===== config.mk =====
export PLATFORM = sky130hd
export DESIGN_NAME = rom_dl_sched
export DESIGN_NICKNAME = d
export VERILOG_FILES = /design/src/rtl/rom_dl_sched.sv
export SDC_FILE = /design/constraint.sdc
export NUM_CORES = 1
export LEC_CHECK = 0
export BUFFER_PORTS_ARGS = -buffer_cell sky130_fd_sc_hd__buf_2
export CAP_MARGIN = 5
export CORE_UTILIZATION = 40
export CTS_BUF_LIST = sky130_fd_sc_hd__clkbuf_8
export CTS_CLUSTER_DIAMETER = 200
export DETAILED_ROUTE_END_ITERATION = 8
export GPL_TIMING_DRIVEN = 1
export HOLD_SLACK_MARGIN = 0.12
export PLACE_DENSITY_LB_ADDON = 0.15
export SETUP_SLACK_MARGIN = 0.2
export SLEW_MARGIN = 20
export SYNTH_ARGS = -nofsm -noshare
export SYNTH_HDL_FRONTEND = slang
export SYNTH_SLANG_ARGS = --single-unit

===== constraint.sdc =====
create_clock -name clk_sys -period 3.1 [get_ports clk_sys]
set_input_delay 0.155 -clock clk_sys [delete_from_list [all_inputs] [get_ports clk_sys]]
set_output_delay 0.155 -clock clk_sys [all_outputs]
set_load 0.02 [all_outputs]

===== src/rtl/rom_dl_sched.sv =====
// rom_dl_sched: schedules ROM download bytes onto two SDRAM toggle-handshake ports, drives PROM writes and the core reset
module rom_dl_sched #(
  parameter logic [24:0] SP_BASE = 25'h30000,
  parameter logic [24:0] PROM_BASE = 25'hA0000,
  parameter logic [15:0] RESET_HOLD = 16'hFFFF
) (
  input  logic        clk_sys,
  input  logic        reset,
  input  logic        user_reset,
  input  logic        ioctl_downl,
  input  logic        ioctl_wr,
  input  logic [24:0] ioctl_addr,
  input  logic [7:0]  ioctl_dout,
  output logic        port1_req,
  input  logic        port1_ack,
  output logic [22:0] port1_a,
  output logic [1:0]  port1_ds,
  output logic [15:0] port1_d,
  output logic        port2_req,
  input  logic        port2_ack,
  output logic [22:0] port2_a,
  output logic [1:0]  port2_ds,
  output logic [15:0] port2_d,
  output logic        prom_wr,
  output logic [11:0] prom_addr,
  output logic [7:0]  prom_d,
  output logic        rom_loaded,
  output logic        core_reset,
  output logic        overflow
);
  localparam logic [0:0] IDLE = 1'b0;
  localparam logic [0:0] WAIT = 1'b1;
  logic [0:0] state;
  logic p2_open, wr_d, downl_d, buf_v, load_pend;
  logic [24:0] buf_a;
  logic [7:0] buf_d;
  logic [15:0] cnt;
  logic capture, drain, done, fall, to_sp, to_prom;
  logic [23:0] sp_off;
  logic [11:0] pr_off;
  always_comb begin
    capture = ioctl_wr && !wr_d && ioctl_downl;
    drain = (state == IDLE) && buf_v;
    done = (port1_ack == port1_req) && (!p2_open || (port2_ack == port2_req));
    fall = downl_d && !ioctl_downl;
    to_sp = buf_a >= SP_BASE;
    to_prom = (buf_a >= PROM_BASE) && (buf_a < PROM_BASE + 25'd4096);
    sp_off = buf_a[23:0] - SP_BASE[23:0];
    pr_off = buf_a[11:0] - PROM_BASE[11:0];
  end
  always_ff @(posedge clk_sys) begin
    wr_d <= ioctl_wr;
    downl_d <= ioctl_downl;
    if (reset) begin
      state <= IDLE;
      p2_open <= 1'b0;
      buf_v <= 1'b0;
      buf_a <= '0;
      buf_d <= '0;
      load_pend <= 1'b0;
      port1_req <= 1'b0;
      port1_a <= '0;
      port1_ds <= '0;
      port1_d <= '0;
      port2_req <= 1'b0;
      port2_a <= '0;
      port2_ds <= '0;
      port2_d <= '0;
      prom_wr <= 1'b0;
      prom_addr <= '0;
      prom_d <= '0;
      rom_loaded <= 1'b0;
      overflow <= 1'b0;
      cnt <= RESET_HOLD;
      core_reset <= 1'b1;
    end else begin
      if (capture && buf_v && !drain) overflow <= 1'b1;
      else if (capture) begin
        buf_v <= 1'b1;
        buf_a <= ioctl_addr;
        buf_d <= ioctl_dout;
      end else if (drain) buf_v <= 1'b0;
      prom_wr <= 1'b0;
      if (drain) begin
        state <= WAIT;
        p2_open <= to_sp;
        port1_req <= ~port1_req;
        port1_a <= buf_a[23:1];
        port1_ds <= {buf_a[0], ~buf_a[0]};
        port1_d <= {buf_d, buf_d};
        if (to_sp) begin
          port2_req <= ~port2_req;
          port2_a <= sp_off[23:1];
          port2_ds <= {sp_off[0], ~sp_off[0]};
          port2_d <= {buf_d, buf_d};
        end
        if (to_prom) begin
          prom_wr <= 1'b1;
          prom_addr <= pr_off;
          prom_d <= buf_d;
        end
      end else if (state == WAIT && done) state <= IDLE;
      if ((load_pend || fall) && state == IDLE && !buf_v) begin
        rom_loaded <= 1'b1;
        load_pend <= 1'b0;
      end else if (fall) load_pend <= 1'b1;
      cnt <= (user_reset || ioctl_downl || !rom_loaded) ? RESET_HOLD : (cnt != 16'd0) ? cnt - 16'd1 : cnt;
      core_reset <= cnt != 16'd0;
    end
  end
endmodule


Word level (Yosys, flattened, before mapping)
Cells that the tools add are included.
{"block": "totals", "register_bits": 163, "input_bits": 40, "out_inout_bits": 108}
{"block": "classes", "add_sub_neg": 2, "magnitude_cmp": 3, "eq_ne": 2, "n_mux": 5, "bitwise_logic": 7, "n_reduce_logical": 31}
{"cell": "$ge 25x18->1 const B", "n": 1}
{"cell": "$ge 25x20->1 const B", "n": 1}
{"cell": "$lt 25x20->1 const B", "n": 1}
{"cell": "$sub 24x18->24 const B", "n": 1}
{"cell": "$reduce_bool 16->1", "n": 1}
{"cell": "$sub 16x1->16 const B", "n": 1}
{"cell": "$logic_and 1x1->1", "n": 11}
{"cell": "$reduce_and 2->1", "n": 4}
{"cell": "$not 1->1", "n": 7}
{"cell": "$logic_not 1->1", "n": 6}
{"cell": "$reduce_or 2->1", "n": 3}
{"cell": "$mux 1", "n": 5}
{"cell": "$logic_or 1x1->1", "n": 4}
{"cell": "$reduce_bool 2->1", "n": 2}
{"cell": "$eq 1x1->1", "n": 2}

Depth between registers and ports, before layout
Gate-level depths: netlist of run 1.
{"block": "logic_depth", "word_depth": 7, "depth_mapped": 8, "mapped_depth_nobuf": 7}

Least setup slack after synthesis of run 1
No wires, ideal clock.
{"block": "synth_path", "kind": "reg-to-reg", "startpoint": "reg cnt[3]", "endpoint": "reg cnt[7]", "setup_time_ns": 0.157, "t_arrival_ns": 1.968, "setup_slack_ns": 0.975, "path_stages_with_launch": 9, "n_path_buf": 3, "period_less_slack_ns": 2.125, "path_cell_list": "dfxtp_1 -> or4_4 -> buf_6 -> or3_4 -> buf_6 -> or2_0 -> buf_2 -> a21oi_1 -> o21ai_1"}
{"block": "synth_between", "elab_chain_cells": 1, "word_cells_on_any_way": 2, "classes_between": "1 x add/sub; 1 x reduce/logical"}
{"element": "from (decl)", "line_no": "37", "rtl": "logic [15:0] cnt;"}
{"element": "from (signal assigned)", "line_no": "107", "rtl": "cnt <= (user_reset || ioctl_downl || !rom_loaded) ? RESET_HOLD : (cnt != 16'd0) ? cnt - 16'd1 : cnt;"}
{"element": "$sub 16x1->16 or $reduce_bool 16->1 (tied branches)", "line_no": "107"}
Parallel ways exist; a longest one is shown, timed or not.
A chain may end at the register's enable or synchronous reset.

Final worst setup path of run 1
{"block": "layout_path", "startpoint": "reg buf_a[21]", "endpoint": "reg prom_d[5]"}
{"block": "layout_between", "elab_chain_cells": 3, "word_cells_on_any_way": 4, "classes_between": "2 x order compare; 2 x reduce/logical"}
{"element": "from (decl)", "line_no": "35", "rtl": "logic [24:0] buf_a;"}
{"element": "from (signal assigned)", "line_no": "80", "rtl": "buf_a <= ioctl_addr;"}
{"element": "$ge 25x20->1 or $lt 25x20->1 (tied branches)", "line_no": "47", "rtl": "to_prom = (buf_a >= PROM_BASE) && (buf_a < PROM_BASE + 25'd4096);"}
{"element": "$logic_and 1x1->1 (*)", "line_no": "47"}
{"element": "$reduce_and 2->1 (no line) (*)"}
{"element": "to (signal assigned)", "line_no": "100", "rtl": "prom_d <= buf_d;"}
{"element": "to (decl)", "line_no": "26", "rtl": "output logic [7:0] prom_d,"}
Every way passes the cells marked *; elsewhere a longest branch is shown, timed or not.

==> impl_results.md, run 1 <==
* Status: completed
* Synth area leaders: dfxtp_1 (52%), nand2_1 (13%), a21oi_1 (11%)
* Post-CTS setup buffer count at 0
* Routed len/inst at about 15 um
* PD cells at between 500 and 600 mW/mm^2
* Post-synth top area cell: dfxtp_1
* Worst r2r dst: prom_d[5]
* Row cnt at 43
* Max Root-Sink Buffers at 2
* Die Span X at 121 um
* CTS Sinks at 147
* Slew Viols, Final at 0
* Final core occ at 52.1%
* Worst slack, placed at approximately 0.76 ns
* Router iterations before antenna repair at 5
* Critical path type: reg -> reg
* Worst Path Max Fanout at 21
* Synth top area share at 51.9%
* Library cells used by synthesis at 42
* Slowest stage cell, crit path: or4_1
* RSZ-0062 raised after global routing: false
* Initial antenna violation count at 0
* DRC viols at 0
* Max_slew headroom at about a third
* Grt ovf at 0
* Seq/Total Area, Yosys at 51.9%
* H-tree depth at 4
* Num CTS Buffers at 17
* Slack of the critical path at 0.698 ns
* R2R Path Start: buf_a[21]
* Placed cell count at 974
* Hold depth at 2
* Post-DP HPWL at 10400 um
* I/O pins at 148
* Top FF cell, synth: dfxtp_1
* Worst-skew pair later-pin latency at 0.43 ns
* Syn Std Cell Area at 0.00567 mm^2
* Clk slew on worst S/H paths at roughly 0.07 ns
* Ys Warns at 0
* CTS tree: built
* Post-synth EDFFs at 0
* Fill cells at 1338
* Layout Cells excl Fill at 1043
* Mapped Nets at between 700 and 800
* Initial DRC count at 375
* Final critical-path share of the clock period at between 70% and 80%
* Fin Hold WS at 0.396 ns
* Worst-case reg-to-reg path depth at 5
* Cell family with most CP delay: simple AND/OR/NAND/NOR gates
* Final Setup Violations at 0
* WHS Endpoint: wr_d
* Fmax at 416 MHz
* Number of port buffers at 147
* Gpl congestion at 0.768
* Ys async rst share at 0%
* Largest net degree at the start of global routing at 56
* Clock Tree Root: clkbuf_8
* Multi-input logic area at 0.00241 mm^2
* Mean post-synth cell area at around 8.1 um^2
* Core area at around 0.014 mm^2
* Routed Antenna Nets at 0
* Yosys reg bits at about 150
* Vias per Instance at 5.10
* Maximum vdd drop at 349 uV
* FF+latch area at between 0.002 and 0.003 mm^2
* Vias in the first global route at 4994
* HP Start: ioctl_wr
* Post-Synthesis Cells at 704
* Minimum clock period at 2.40 ns
* Crit path cell chain: or4_1, a2111oi_0, nand2_1, o21ai_0, a21oi_1
* CP Capture Type: flip-flop
* Die Span Y at between 100 and 150 um
* Setup TNS at 0 ns
* Layout Skew at 0.0107 ns
* Total of max-cap violations at 0
* Reg2reg setup slack at 0.70 ns
* Worst-Margin Slew at between 0.9 and 1 ns
* Synth top cells by count: nand2_1 (202), dfxtp_1 (147), a21oi_1 (120), clkbuf_1 (44), nor2_1 (26)
* First-pass GRT wire length at ~25000 um
* Final Hold Viols at 0
* Final wirelength at 15700 um
* CP arrival at 2.69 ns
* Hold Path Class: in -> reg
* # resized after CTS at 0
* Via count at 5324
* Initial Utilization at 41.0%
* # diodes at 0
* Critical Path Start Type: flip-flop
* CP peak stage delay at 0.65 ns
* Nets at 896
* LEAKAGE at roughly 2.9 nW
* Layout cells sized above 1 at 22.2%
* Die area at between 0.01 and 0.015 mm^2
* Data required, critical path at 3.39 ns
* Count leader, synth: nand2_1
* Total track usage at 21.7%
* Buf+Inv Stages, Crit Path at 0
* Synth-to-layout area growth at 27.0%
==> worst register-to-register path, cell delays in order, from the launching register on <==
cell and delay [ns]:
dfxtp_1 0.38, or4_1 0.65, a2111oi_0 0.35, nand2_1 0.46, o21ai_0 0.33, a21oi_1 0.10
==> cell families after synthesis <==
| logic type | count (synthesis) | synth area share, % |
|---|---|---|
| and+or+nand+nor | 292 | 22.0 |
| AOI/OAI and AO/OA | 168 | 15.8 |
| DFF | 147 | 51.9 |
| buffers and inverters | 72 | 6.16 |
| xor gates and xnor gates | 19 | 2.94 |
| muxes | 3 | 0.530 |
| adders and majority gates | 3 | 0.662 |
==> flip-flops by register name, summed over array words and instances, names as in the netlist <==
| signal | count |
|---|---|
| port2_d | 8 |
| buf_v | 1 |
| rom_loaded | 1 |
| buf_a | 25 |
| prom_addr | 12 |
| port2_ds | 2 |
| state | 1 |
| port1_a | 23 |
| port1_ds | 2 |
| wr_d | 1 |
| port1_d | 8 |
| p2_open | 1 |
| downl_d | 1 |
| prom_d | 8 |
| buf_d | 8 |
| cnt | 16 |
| port2_req | 1 |
| overflow | 1 |
| load_pend | 1 |
| port1_req | 1 |
| prom_wr | 1 |
| port2_a | 23 |
| core_reset | 1 |
==> worst max-delay path by stage <==
| stage | startpoint | endpoint | slack (ns) | depth (start not counted) |
|---|---|---|---|---|
| 2_1_floorplan | cnt[3] | cnt[7] | 0.97 | 8 |
| 3_3_place_gp | buf_a[21] | prom_addr[8] | 0.87 | 5 |
| 3_5_place_dp | buf_a[21] | prom_d[4] | 0.76 | 5 |
| 4_1_cts | buf_a[21] | prom_d[5] | 0.74 | 5 |
| 5_1_grt | buf_a[21] | prom_addr[3] | 0.47 | 5 |
| 6_report | buf_a[21] | prom_d[5] | 0.70 | 5 |
==> layout make-up <==
class                      instances  share of cell area (%)
multi-input combinational        485                    33.5
clock buffer                      22                    4.21
timing repair buffer             197                    16.9
sequential                       147                    40.9
clock inverter                     7                    1.15
tap                              180                    3.13
inverter                           5                   0.261
==> cells in the final DEF, fill, tap and decap left out, drive strengths merged <==
cell type    count
nand2          202
buf            157
dfxtp          147
a21oi          120
dlygate4sd3     40
o21ai           29
nor2            26
nand3           23
clkbuf          22
xor2            11
nor3             9
xnor2            8
inv              7
a211oi           7
o211ai           6
or4              5
nor3b            4
nor4             3
nand4            3
mux2i            3
ha               3
clkinv           3
nor2b            3
or3              3
nand2b           2
o21a             2
and3             2
nand3b           2
bufinv           2
a2111o           1
a2111oi          1
or3b             1
nand4b           1
nor4b            1
or2              1
and2b            1
a31oi            1
a311oi           1
==> timing repair <==
action | in CTS | in global routing
setup endpoints to repair | 0 | 0
endpoints found under the hold margin | 70 | 0
hold buffers | 40 | 0
==> per-layer routing <==
metal	vias up	wire, um	part of all wire [%]	global-route usage (%)
li1	2626	-	-	-
met3	16	886	5.6	5.83
met2	174	7310	47	35.5
met5	-	0	0	0
met1	2508	7260	46	27.7
met4	0	255	1.6	7.18
==> per-stage QoR <==
stage          power [mW]  area [um^2]
3_3_place_gp         2.16         6410
5_1_grt              3.75         7200
2_1_floorplan        2.08         5670
3_5_place_dp         2.16         6410
4_1_cts              3.65         7200
6_report             3.61         7200
==> power by group <==
part           leakage (nW)  switching [mW]  internal [mW]  total, mW
logic                  1.53           0.120         0.0925      0.213
registers              1.19          0.0310           1.91       1.94
clock network         0.209           0.658          0.800       1.46
total                  2.93           0.809           2.80       3.61
No activity file was read; power rests on OpenSTA's default activity.
==> run 2, diff against run 1 <==
==> constraint.sdc (replaced) <==
create_clock -name clk_sys -period 2.1 [get_ports clk_sys]
set_input_delay 0.105 -clock clk_sys [delete_from_list [all_inputs] [get_ports clk_sys]]
set_output_delay 0.105 -clock clk_sys [all_outputs]
set_load 0.02 [all_outputs]
==> run 2 against run 1 <==
Net effect: sequential power rose by 47%; die area did not move; final cell count rose by 2.4%; clock power rose by 53%; non-clock buffer count rose by 24; sequential share of layout area fell by 2.5 points; worst hold slack got worse by 0.23 ns; final area rose by 7.0%.
==> impl_results.md, run 2 (synthesis results as in run 1) <==
* Clock Tree Root: clkbuf_8
* Via count at 5398 (+1.4%)
* Core area at 0.0138 mm^2 (unchanged)
* Slowest stage cell, crit path: or4_4
* FF+latch area at 0.00296 mm^2 (+0.43%)
* Largest net degree at the start of global routing at 69 (+23%)
* Die Span Y at 121 um (unchanged)
* Number of port buffers at 147 (unchanged)
* Hold depth at 2 (unchanged)
* Initial DRC count at 376 (+0.27%)
* Commonest non-fill, non-tap cells in the layout: nand2_1 (202), buf_2 (146), dfxtp_1 (139), a21oi_1 (112), dlygate4sd3_1 (38)
* Vias per Instance at 5.05 (-0.98%)
* Critical path type: reg -> reg
* Max Root-Sink Buffers at 2 (unchanged)
* CTS tree: built
* Max_slew headroom at 53.8% (+19 points)
* Total track usage at 22.3% (+0.60 points)
* Initial antenna violation count at 0 (unchanged)
* Die area at 0.0147 mm^2 (unchanged)
* Grt ovf at 0 (unchanged)
* Slack of the critical path at 0.0278 ns (-0.671 ns)
* H-tree depth at 4 (unchanged)
* Final Hold Viols at 0 (unchanged)
* RSZ-0062 raised after global routing: true
* Crit path cell chain: or4_4, or3b_4, o21a_4, buf_16, o21ai_4, a21oi_2
* Worst Path Max Fanout at 10 (-52%)
* CP arrival at 2.39 ns (-0.30 ns)
* Cell family with most CP delay: simple AND/OR/NAND/NOR gates
* First-pass GRT wire length at 25500 um (+2.7%)
* Slew Viols, Final at 0 (unchanged)
* Buf+Inv Stages, Crit Path at 1 (+1)
* Gpl congestion at 0.821 (+6.9%)
* Multi-input logic area at 0.00263 mm^2 (+9.1%)
* Router iterations before antenna repair at 5 (unchanged)
* Die Span X at 121 um (unchanged)
* Regs by FF count: buf_a (25), port1_a (23), port2_a (23)
* Nets at 921 (+2.8%)
* Final wirelength at 16100 um (+2.6%)
* Layout Skew at 0.0102 ns (-0.000494 ns)
* Final critical-path share of the clock period at 98.7% (+21 points)
* Critical Path Start Type: flip-flop
* Clk slew on worst S/H paths at 0.07 ns (about the same)
* Largest register FFs at 25 (unchanged)
* PD cells at 708 mW/mm^2 (+41%)
* Commonest non-fill, non-tap cell in the layout: nand2_1
* Row cnt at 43 (unchanged)
* # diodes at 0 (unchanged)
* Synth-to-layout area growth at 35.9%
* Initial Utilization at 41.0% (unchanged)
* Worst-Margin Slew at 0.693 ns (-0.280 ns)
* Routed len/inst at 15.1 um (+0.20%)
* Worst slack, placed at 0.0157 ns (-0.742 ns)
* Post-DP HPWL at 10600 um (+2.5%)
* Fin Hold WS at 0.166 ns (-0.230 ns)
* DRC viols at 0 (unchanged)
* Status: completed
* Num CTS Buffers at 17 (unchanged)
* Worst-skew pair later-pin latency at 0.44 ns (about the same)
* Data required, critical path at 2.42 ns (-0.97 ns)
* Routed Antenna Nets at 0 (unchanged)
* Top reg by flops: buf_a
* Vias in the first global route at 5091 (+1.9%)
* Hold Path Class: in -> reg
* I/O pins at 148 (unchanged)
* Total of max-cap violations at 0 (unchanged)
* Worst-case reg-to-reg path depth at 6 (+1)
* Fill cells at 1315 (-1.7%)
* Layout cells sized above 1 at 30.0% (+7.7 points)
* Minimum clock period at 2.07 ns (-0.329 ns)
* CP Capture Type: flip-flop
* Fmax at 483 MHz (+16%)
* LEAKAGE at 3.14 nW (+7.3%)
* Final Setup Violations at 0 (unchanged)
* Worst path depth at 6 (+1)
* Maximum vdd drop at 479 uV (+37%)
* CP peak stage delay at 0.55 ns (-0.10 ns)
* CTS Sinks at 147 (unchanged)
[run 2: cell count changes in the layout (fill, tap and decap cells not counted), moves of 6 or more]
cell     delta
a21oi_1     -7
a21oi_2     +7
buf_4      +19
dfxtp_1     -8
dfxtp_2     +7
o21ai_0    -21
o21ai_2    +14
o21ai_4     +6
[run 2: report_power, final]
part	switching, mW	internal (mW)	leakage (nW)
combinational	0.199	0.160	1.74
sequential	0.0350	2.82	1.19
clock	0.985	1.25	0.214
total	1.22	4.23	3.14
[run 2: repair_timing]
action / 4_1_cts / 5_1_grt
cloned: 3 / 0
buffers inserted: 2 / 3
hold buffers: 38 / 0
resized for setup: 31 / 31
setup endpoints to repair: 30 / 35
pin swaps: 10 / 10
hold endpoints to repair: 53 / 0
[run 2: layout make-up]
type	instances	area share (%)
Clock buffer	24	4.29
Timing Repair Buffer	221	19.0
Clock inverter	5	0.958
Multi-Input combinational cell	486	34.2
Sequential cell	147	38.4
Tap cell	180	2.92
Inverter	5	0.244
[run 2: metrics by stage]
stage	area (um^2)	TNS, ns	power (mW)	instances	utilization [%]
after floorplan	5700	0	3.08	704	-
after CTS	7540	0	5.49	1065	54.5
after global placement	6610	0	3.20	993	47.8
final	7700	0	5.45	1068	55.7
after global routing	7700	-0.00956	5.68	1068	55.7
after detailed placement	6610	0	3.21	993	47.8
[run 2: worst register-to-register path: stages (launching register included)]
cell and delay (ns):
dfxtp_1 0.31, or4_4 0.55, or3b_4 0.44, o21a_4 0.27, buf_16 0.16, o21ai_4 0.14, a21oi_2 0.08
[run 2: per-layer routing]
layer  vias up  global-route usage, %  part of all wire, %
met2       173                   36.1                   47
met3         9                   5.64                  5.9
met5         -                      0                    0
met4         0                   6.10                 0.86
met1      2528                   29.4                   46
li1       2688                      -                    -
[run 2: final timing paths]
path | start | endpoint | slack (ns)
min reg2reg | port2_a[2] | port2_a[2] | 0.46
min | reset | rom_loaded | 0.17
max | buf_a[12] | prom_addr[10] | 0.03
max reg2reg | buf_a[12] | prom_addr[10] | 0.03
